$ cat config.mk
export PLATFORM = sky130hd
export DESIGN_NAME = ff_sync_filter_bank
export DESIGN_NICKNAME = d
export VERILOG_FILES = /design/src/rtl/ff_sync_pkg.sv /design/src/rtl/ff_sync_filter_bank_chan.sv /design/src/rtl/ff_sync_filter_bank.sv
export SDC_FILE = /design/constraint.sdc
export NUM_CORES = 1
export LEC_CHECK = 0
export BUFFER_PORTS_ARGS = -buffer_cell sky130_fd_sc_hd__buf_4
export CORE_ASPECT_RATIO = 1.5
export CORE_MARGIN = 2
export CORE_UTILIZATION = 45
export CTS_CLUSTER_SIZE = 24
export DETAILED_ROUTE_END_ITERATION = 16
export MAX_ROUTING_LAYER = met4
export PLACE_DENSITY = 0.72
export RECOVER_POWER = 100
export SYNTH_ARGS = -nofsm -noshare
export SYNTH_HDL_FRONTEND = slang
export SYNTH_SLANG_ARGS = --single-unit
$ cat constraint.sdc
create_clock -name clk -period 1.95 [get_ports clk]
set_clock_uncertainty 0.2 [all_clocks]
set_input_delay 0.0975 -clock clk [delete_from_list [all_inputs] [get_ports clk]]
set_output_delay 0.0975 -clock clk [all_outputs]
set_load 0.01 [all_outputs]
$ cat src/rtl/ff_sync_pkg.sv
// rtl/ff_sync_pkg.sv - shared helpers and widths for the PCS synchronizer blocks
package ff_sync_pkg;

    localparam int GLITCH_W = 8;

    // Ceiling log2; clog2(1) = 0.
    function automatic int clog2(input int value);
        int result;
        int rem;
        result = 0;
        rem    = value - 1;
        while (rem > 0) begin
            result = result + 1;
            rem    = rem >> 1;
        end
        return result;
    endfunction

    // Filter counter must hold 0..filt_cnt; never narrower than one bit.
    function automatic int filt_cnt_w(input int filt_cnt);
        int w;
        w = clog2(filt_cnt + 1);
        return (w < 1) ? 1 : w;
    endfunction

endpackage

$ cat src/rtl/ff_sync_filter_bank_chan.sv
// rtl/ff_sync_filter_bank_chan.sv - one channel: sync chain, stability filter, edge pulses (FF_SYNC_GLITCH_STATS_EN adds glitch counter)
module ff_sync_filter_chan
    import ff_sync_pkg::*;
#(
    parameter int   C_NUM_SYNC_REGS = 3,
    parameter int   C_FILT_CNT      = 4,
    parameter logic C_RVAL          = 1'b0
) (
    input  logic                clk,
    input  logic                rst,
    input  logic                data_in,
    output logic                data_out,
    output logic                rise,
    output logic                fall,
    output logic                change_next,
    output logic [GLITCH_W-1:0] glitch_cnt
);

    localparam int CW = filt_cnt_w(C_FILT_CNT);

    (* ASYNC_REG = "TRUE", shreg_extract = "no" *)
    logic [C_NUM_SYNC_REGS-1:0] chain;
    logic [CW-1:0]              cnt;
    logic                       s;
    logic                       accept;

    assign s = chain[C_NUM_SYNC_REGS-1];

    // New value has differed for C_FILT_CNT consecutive cycles: take it this edge.
    always_comb begin
        accept = (s != data_out) && (cnt == CW'(C_FILT_CNT - 1));
    end

    assign change_next = accept;

    // Metastability chain; only the last stage is trusted.
    always_ff @(posedge clk) begin
        if (rst) begin
            chain <= {C_NUM_SYNC_REGS{C_RVAL}};
        end else begin
            chain <= {chain[C_NUM_SYNC_REGS-2:0], data_in};
        end
    end

    // Stability filter and registered edge pulses; a run that breaks early is dropped.
    always_ff @(posedge clk) begin
        if (rst) begin
            cnt      <= '0;
            data_out <= C_RVAL;
            rise     <= 1'b0;
            fall     <= 1'b0;
        end else begin
            rise <= accept & s;
            fall <= accept & ~s;
            if (accept) begin
                data_out <= s;
                cnt      <= '0;
            end else if (s != data_out) begin
                cnt <= cnt + 1'b1;
            end else begin
                cnt <= '0;
            end
        end
    end

`ifdef FF_SYNC_GLITCH_STATS_EN
    logic                glitch;
    logic [GLITCH_W-1:0] gcnt;

    always_comb begin
        glitch = (s == data_out) && (cnt != '0);
    end

    // Saturating count of rejected transitions, cleared only by reset.
    always_ff @(posedge clk) begin
        if (rst) begin
            gcnt <= '0;
        end else if (glitch && (gcnt != {GLITCH_W{1'b1}})) begin
            gcnt <= gcnt + 1'b1;
        end
    end

    assign glitch_cnt = gcnt;
`else
    assign glitch_cnt = '0;
`endif

endmodule

$ cat src/rtl/ff_sync_filter_bank.sv
// rtl/ff_sync_filter_bank.sv - multi-channel filtered synchronizer bank (FF_SYNC_GLITCH_STATS_EN enables glitch counters)
module ff_sync_filter_bank
    import ff_sync_pkg::*;
#(
    parameter int                 C_WIDTH         = 4,
    parameter int                 C_NUM_SYNC_REGS = 3,
    parameter logic [C_WIDTH-1:0] C_RVAL          = '0,
    parameter int                 C_FILT_CNT      = 4
) (
    input  logic                          clk,
    input  logic                          rst,
    input  logic [C_WIDTH-1:0]            data_in,
    output logic [C_WIDTH-1:0]            data_out,
    output logic [C_WIDTH-1:0]            rise,
    output logic [C_WIDTH-1:0]            fall,
    output logic                          any_change,
    output logic [GLITCH_W*C_WIDTH-1:0]   glitch_cnt
);

    logic [C_WIDTH-1:0] chg_next;

    for (genvar i = 0; i < C_WIDTH; i++) begin : g_chan
        ff_sync_filter_chan #(
            .C_NUM_SYNC_REGS (C_NUM_SYNC_REGS),
            .C_FILT_CNT      (C_FILT_CNT),
            .C_RVAL          (C_RVAL[i])
        ) u_chan (
            .clk         (clk),
            .rst         (rst),
            .data_in     (data_in[i]),
            .data_out    (data_out[i]),
            .rise        (rise[i]),
            .fall        (fall[i]),
            .change_next (chg_next[i]),
            .glitch_cnt  (glitch_cnt[GLITCH_W*i +: GLITCH_W])
        );
    end

    // Single summary pulse, registered on the same edge as the per-channel pulses.
    always_ff @(posedge clk) begin
        if (rst) begin
            any_change <= 1'b0;
        end else begin
            any_change <= |chg_next;
        end
    end

endmodule

==> results by stage <==
Run status:
- The flow ran to the end, and the final reports show no timing, DRC or antenna violations.

Drt:
- The detailed router finished its first iteration with 18 violations.
- In the routed design, unresolved DRC markers number 0.
- Once detail routing completed, the nets flagged for antenna violations numbered 0.
- The final layout contains routed wiring with a total length of 2043 um.
- The number of iterations in the first detailed-routing pass is 3.
- After detailed routing, the number of vias per cell comes to 4.171.
- The routed wirelength normalized by instance count is 9.415 um.
- The total number of vias is between 900 and 1000.

Clock tree:
- The count of clock tree sinks is 37.
- The number of gates resized after CTS was 0.
- The clock slew seen by the registers of the worst setup and hold paths is around 0.070 ns.
- The cell sitting at the root of the clock tree is a sky130_fd_sc_hd__clkbuf_8.
- The number of H-tree levels is 2.
- For the worst-skew pair, the clock arrives at the later sink with an insertion delay of 0.29 ns.
- The maximum clock path buffer count is 2.
- The CTS tree is done.
- TritonCTS created 5 clock buffers.

Global routing:
- The first global-routing pass estimated around 3400 um of wire.
- After global routing the overflow that remains totals 0.
- The total routing usage reported by global routing is 0.1224.
- The number of global-route vias before repair is 871.
- The initial antenna violation count is 0.
- The pin count of the biggest net entering global routing is 30.

Floorplanning:
- In this run the horizontal extent of the chip is 52.86 um.
- The die covers 4086 sq um.
- In this run the count of I/O pins placed on the die edge is 51.
- From bottom edge to top edge, the die measures 77.29 um.
- The floorplan has 26 rows.
- The initial utilization of the core area, before any placement, comes to 0.4718.
- The total core area is 3416 sq um.

STA:
- The time the final worst path needs with I/O delays and setup is 1.573 ns.
- The post-route clock period utilization is 0.8065.
- In the final timing run, aggregate negative setup slack is 0 ns.
- The hold violation count in the final report is 0.
- Setup repair after global routing left no endpoint under its margin.
- The number of setup violations in the final report is 0.
- Once routing completed, OpenROAD measured the worst setup slack at 0.3773 ns.
- The peak clock frequency supported by timing is ~640 MHz.
- The count of pins over their slew limit was 0.

Cells and area:
- The total non-filler cell area in the finished layout is 1679 sq um.
- Of the cells placed in the final design, the portion with a size suffix greater than 1 is 0.1486.
- The number of antenna diodes in the final layout is 0.
- The net count of the finished layout is around 190.
- The area overhead of the layout relative to synthesis is 4.192%.
- The final instance count without filler cells is between 200 and 250.

Synthesis:
- The post-synthesis share of cell area spent on and, or, nand and nor gates is 0.1739.
- A synthesized cell averages 10.33 sq um.
- Counting every instance in the synthesized netlist gives 156.
- The synthesis warning total is 0.
- The register bit count reported by yosys is 37.
- The post-synthesis compound-gate area fraction is 0.01398.
- For this run, the register share of the synthesized area comes to 0.4596.
- Yosys mapped the design onto 17 distinct sky130hd cell types.
- The dominant combinational cell family by area after synthesis is buffers and inverters.
- Of the total synthesized cell area, the portion taken by full adders, half adders and majority gates is 0.06211.
- The portion of synthesized area spent on multiplexers is 0.02484.
- The cell area that synthesis handed to floorplanning was 1612 sq um.
- The parity-gate share of the synthesized area counting xor and xnor cells is 0.02174.

Pwr:
- The analysis attributes to cell leakage a power of 0.6740 nW.
- The worst-case IR drop observed on VDD is between 0.0005 and 0.0006 V.
- The final total power is 1.347 mW.
- The ratio of total power to cell area is 802.4 nW/um^2.

Setup path:
- The required time reported for the critical path endpoint is a little under 2 ns.
- The endpoint identified for the worst register-to-register timing path is g_chan[3].u_chan.cnt[0].
- In this run the worst setup path terminates at g_chan[3].u_chan.cnt[0].
- The worst reg2reg path depth is 4.
- The critical path starts at g_chan[3].u_chan.cnt[0].
- Data on the critical path arrives at its endpoint at 1.60 ns.
- The category of the most critical setup path is register to register.
- The capturing element type of the critical path is a register.
- For flop-to-flop paths, the worst setup slack is 0.38 ns.
- The category of the worst setup path launch point is a register.
- The reg-to-reg startpoint is g_chan[3].u_chan.cnt[0].
- The largest driver fanout on the critical path is 3.

Placed design:
- The worst-case setup slack after placement is 0.4176 ns.
- The detailed placement HPWL is 1478 um.
- The standard cell area after detailed placement is 1572 sq um.
- Input and output buffers added on the ports amount to 18.
- The congestion estimate from routability-driven global placement came to slightly below 0.7.
- Counting tap cells, the placed design contains a total of 200 instances.

Min path:
- The class of the worst hold path is register to register.

Run:
- The tool flagged a number of max-cap violations equal to 0.
## cell families (layout without fill, tap and decap cells)
group           count (synthesis)  in the layout
xor+xnor                        4              4
flops                          37             37
mux                             4              4
compound gates                  3              3
other cells                     1             32
buf+inv                        59             47
fa+ha+maj                       8              8
simple gates                   40             40
## state kept, by name (all words and copies together) (netlist names)
signal	cells
g_chan.u_chan.data_out	4
g_chan.u_chan.chain	12
g_chan.u_chan.fall	4
g_chan.u_chan.cnt	12
any_change	1
g_chan.u_chan.rise	4
## repair_timing
action | 4_1_cts | 5_1_grt
hold buffers | 9 | 0
hold endpoints to repair | 16 | 0
buffers inserted | 0 | 0
## layout make-up
class / count / area [sq um]
Tap cell: 42 / 52.55
Timing Repair Buffer: 27 / 176.4
Clock inverter: 3 / 17.52
Fill cell: 365 / 1737
Sequential cell: 37 / 740.7
Inverter: 12 / 45.04
Clock buffer: 5 / 68.82
Multi-Input combinational cell: 91 / 578.1
## through the flow
step	utilization	hold slack, ns
after detailed placement	0.4601	0.1167
after floorplan	-	0.02568
after global placement	0.4601	0.1072
after global routing	0.4916	0.2549
final	0.4916	0.2277
after CTS	0.5117	0.2282
## worst min-delay path by stage
stage | endpoint | slack (ns) | startpoint | cells past startpoint
2_1_floorplan | g_chan[0].u_chan.chain[0] | 0.03 | data_in[0] | 1
4_1_cts | g_chan[0].u_chan.cnt[0] | 0.23 | g_chan[0].u_chan.cnt[0] | 1
3_5_place_dp | g_chan[3].u_chan.chain[0] | 0.12 | data_in[3] | 2
5_1_grt | g_chan[0].u_chan.chain[1] | 0.25 | g_chan[0].u_chan.chain[0] | 1
6_report | g_chan[0].u_chan.cnt[0] | 0.23 | g_chan[0].u_chan.cnt[0] | 1
3_3_place_gp | g_chan[0].u_chan.chain[0] | 0.11 | data_in[0] | 2
## critical path, stage by stage, from the launching register on
cell and delay (ns):
sky130_fd_sc_hd__dfxtp_1 0.33, sky130_fd_sc_hd__ha_1 0.21, sky130_fd_sc_hd__ha_1 0.21, sky130_fd_sc_hd__or3_1 0.45, sky130_fd_sc_hd__nor2_2 0.11
## cell usage after synthesis
cell                       instances  area share
sky130_fd_sc_hd__buf_2             1      0.0031
sky130_fd_sc_hd__buf_4            44        0.20
sky130_fd_sc_hd__clkbuf_1          1      0.0023
sky130_fd_sc_hd__clkbuf_2          1      0.0031
sky130_fd_sc_hd__conb_1            1      0.0023
sky130_fd_sc_hd__dfxtp_1          37        0.46
sky130_fd_sc_hd__ha_1              8       0.062
sky130_fd_sc_hd__inv_1            12       0.028
sky130_fd_sc_hd__mux2i_1           4       0.025
sky130_fd_sc_hd__nor2_1            4      0.0093
sky130_fd_sc_hd__nor2_2           12       0.047
sky130_fd_sc_hd__nor2b_1          12       0.047
sky130_fd_sc_hd__nor4b_1           8       0.043
sky130_fd_sc_hd__o21ba_2           1      0.0062
sky130_fd_sc_hd__o22ai_1           2      0.0078
sky130_fd_sc_hd__or3_4             4       0.028
sky130_fd_sc_hd__xnor2_1           4       0.022
## power breakdown
group | internal, mW | switching, mW | total, mW
sequential | 0.767 | 0.00478 | 0.772
clock | 0.246 | 0.258 | 0.504
combinational | 0.0272 | 0.0449 | 0.0722
total | 1.04 | 0.307 | 1.35
## layer usage
| metal | wire length [um] | part of all wire | vias to the layer above | GRT usage |
|---|---|---|---|---|
| met4 | 65 | 0.032 | 0 | 0.07692 |
| met3 | 175 | 0.086 | 5 | 0.07004 |
| met1 | 690 | 0.34 | 411 | 0.09975 |
| li1 | - | - | 454 | - |
| met5 | 0 | 0 | - | - |
| met2 | 1111 | 0.54 | 35 | 0.2013 |
## cell usage in the layout, fill, tap and decap left out
cell type,instances
sky130_fd_sc_hd__clkinvlp_4,1
sky130_fd_sc_hd__o21ba_2,1
sky130_fd_sc_hd__or3_1,4
sky130_fd_sc_hd__mux2i_1,4
sky130_fd_sc_hd__inv_1,12
sky130_fd_sc_hd__conb_1,32
sky130_fd_sc_hd__o22ai_1,2
sky130_fd_sc_hd__dfxtp_1,37
sky130_fd_sc_hd__clkbuf_1,13
sky130_fd_sc_hd__clkbuf_8,5
sky130_fd_sc_hd__nor4b_1,8
sky130_fd_sc_hd__nor2_2,12
sky130_fd_sc_hd__clkinv_2,2
sky130_fd_sc_hd__nor2_1,4
sky130_fd_sc_hd__nor2b_1,12
sky130_fd_sc_hd__xnor2_1,4
sky130_fd_sc_hd__buf_4,5
sky130_fd_sc_hd__ha_1,8
sky130_fd_sc_hd__dlygate4sd3_1,9
No activity file was read; power rests on OpenSTA's default activity.
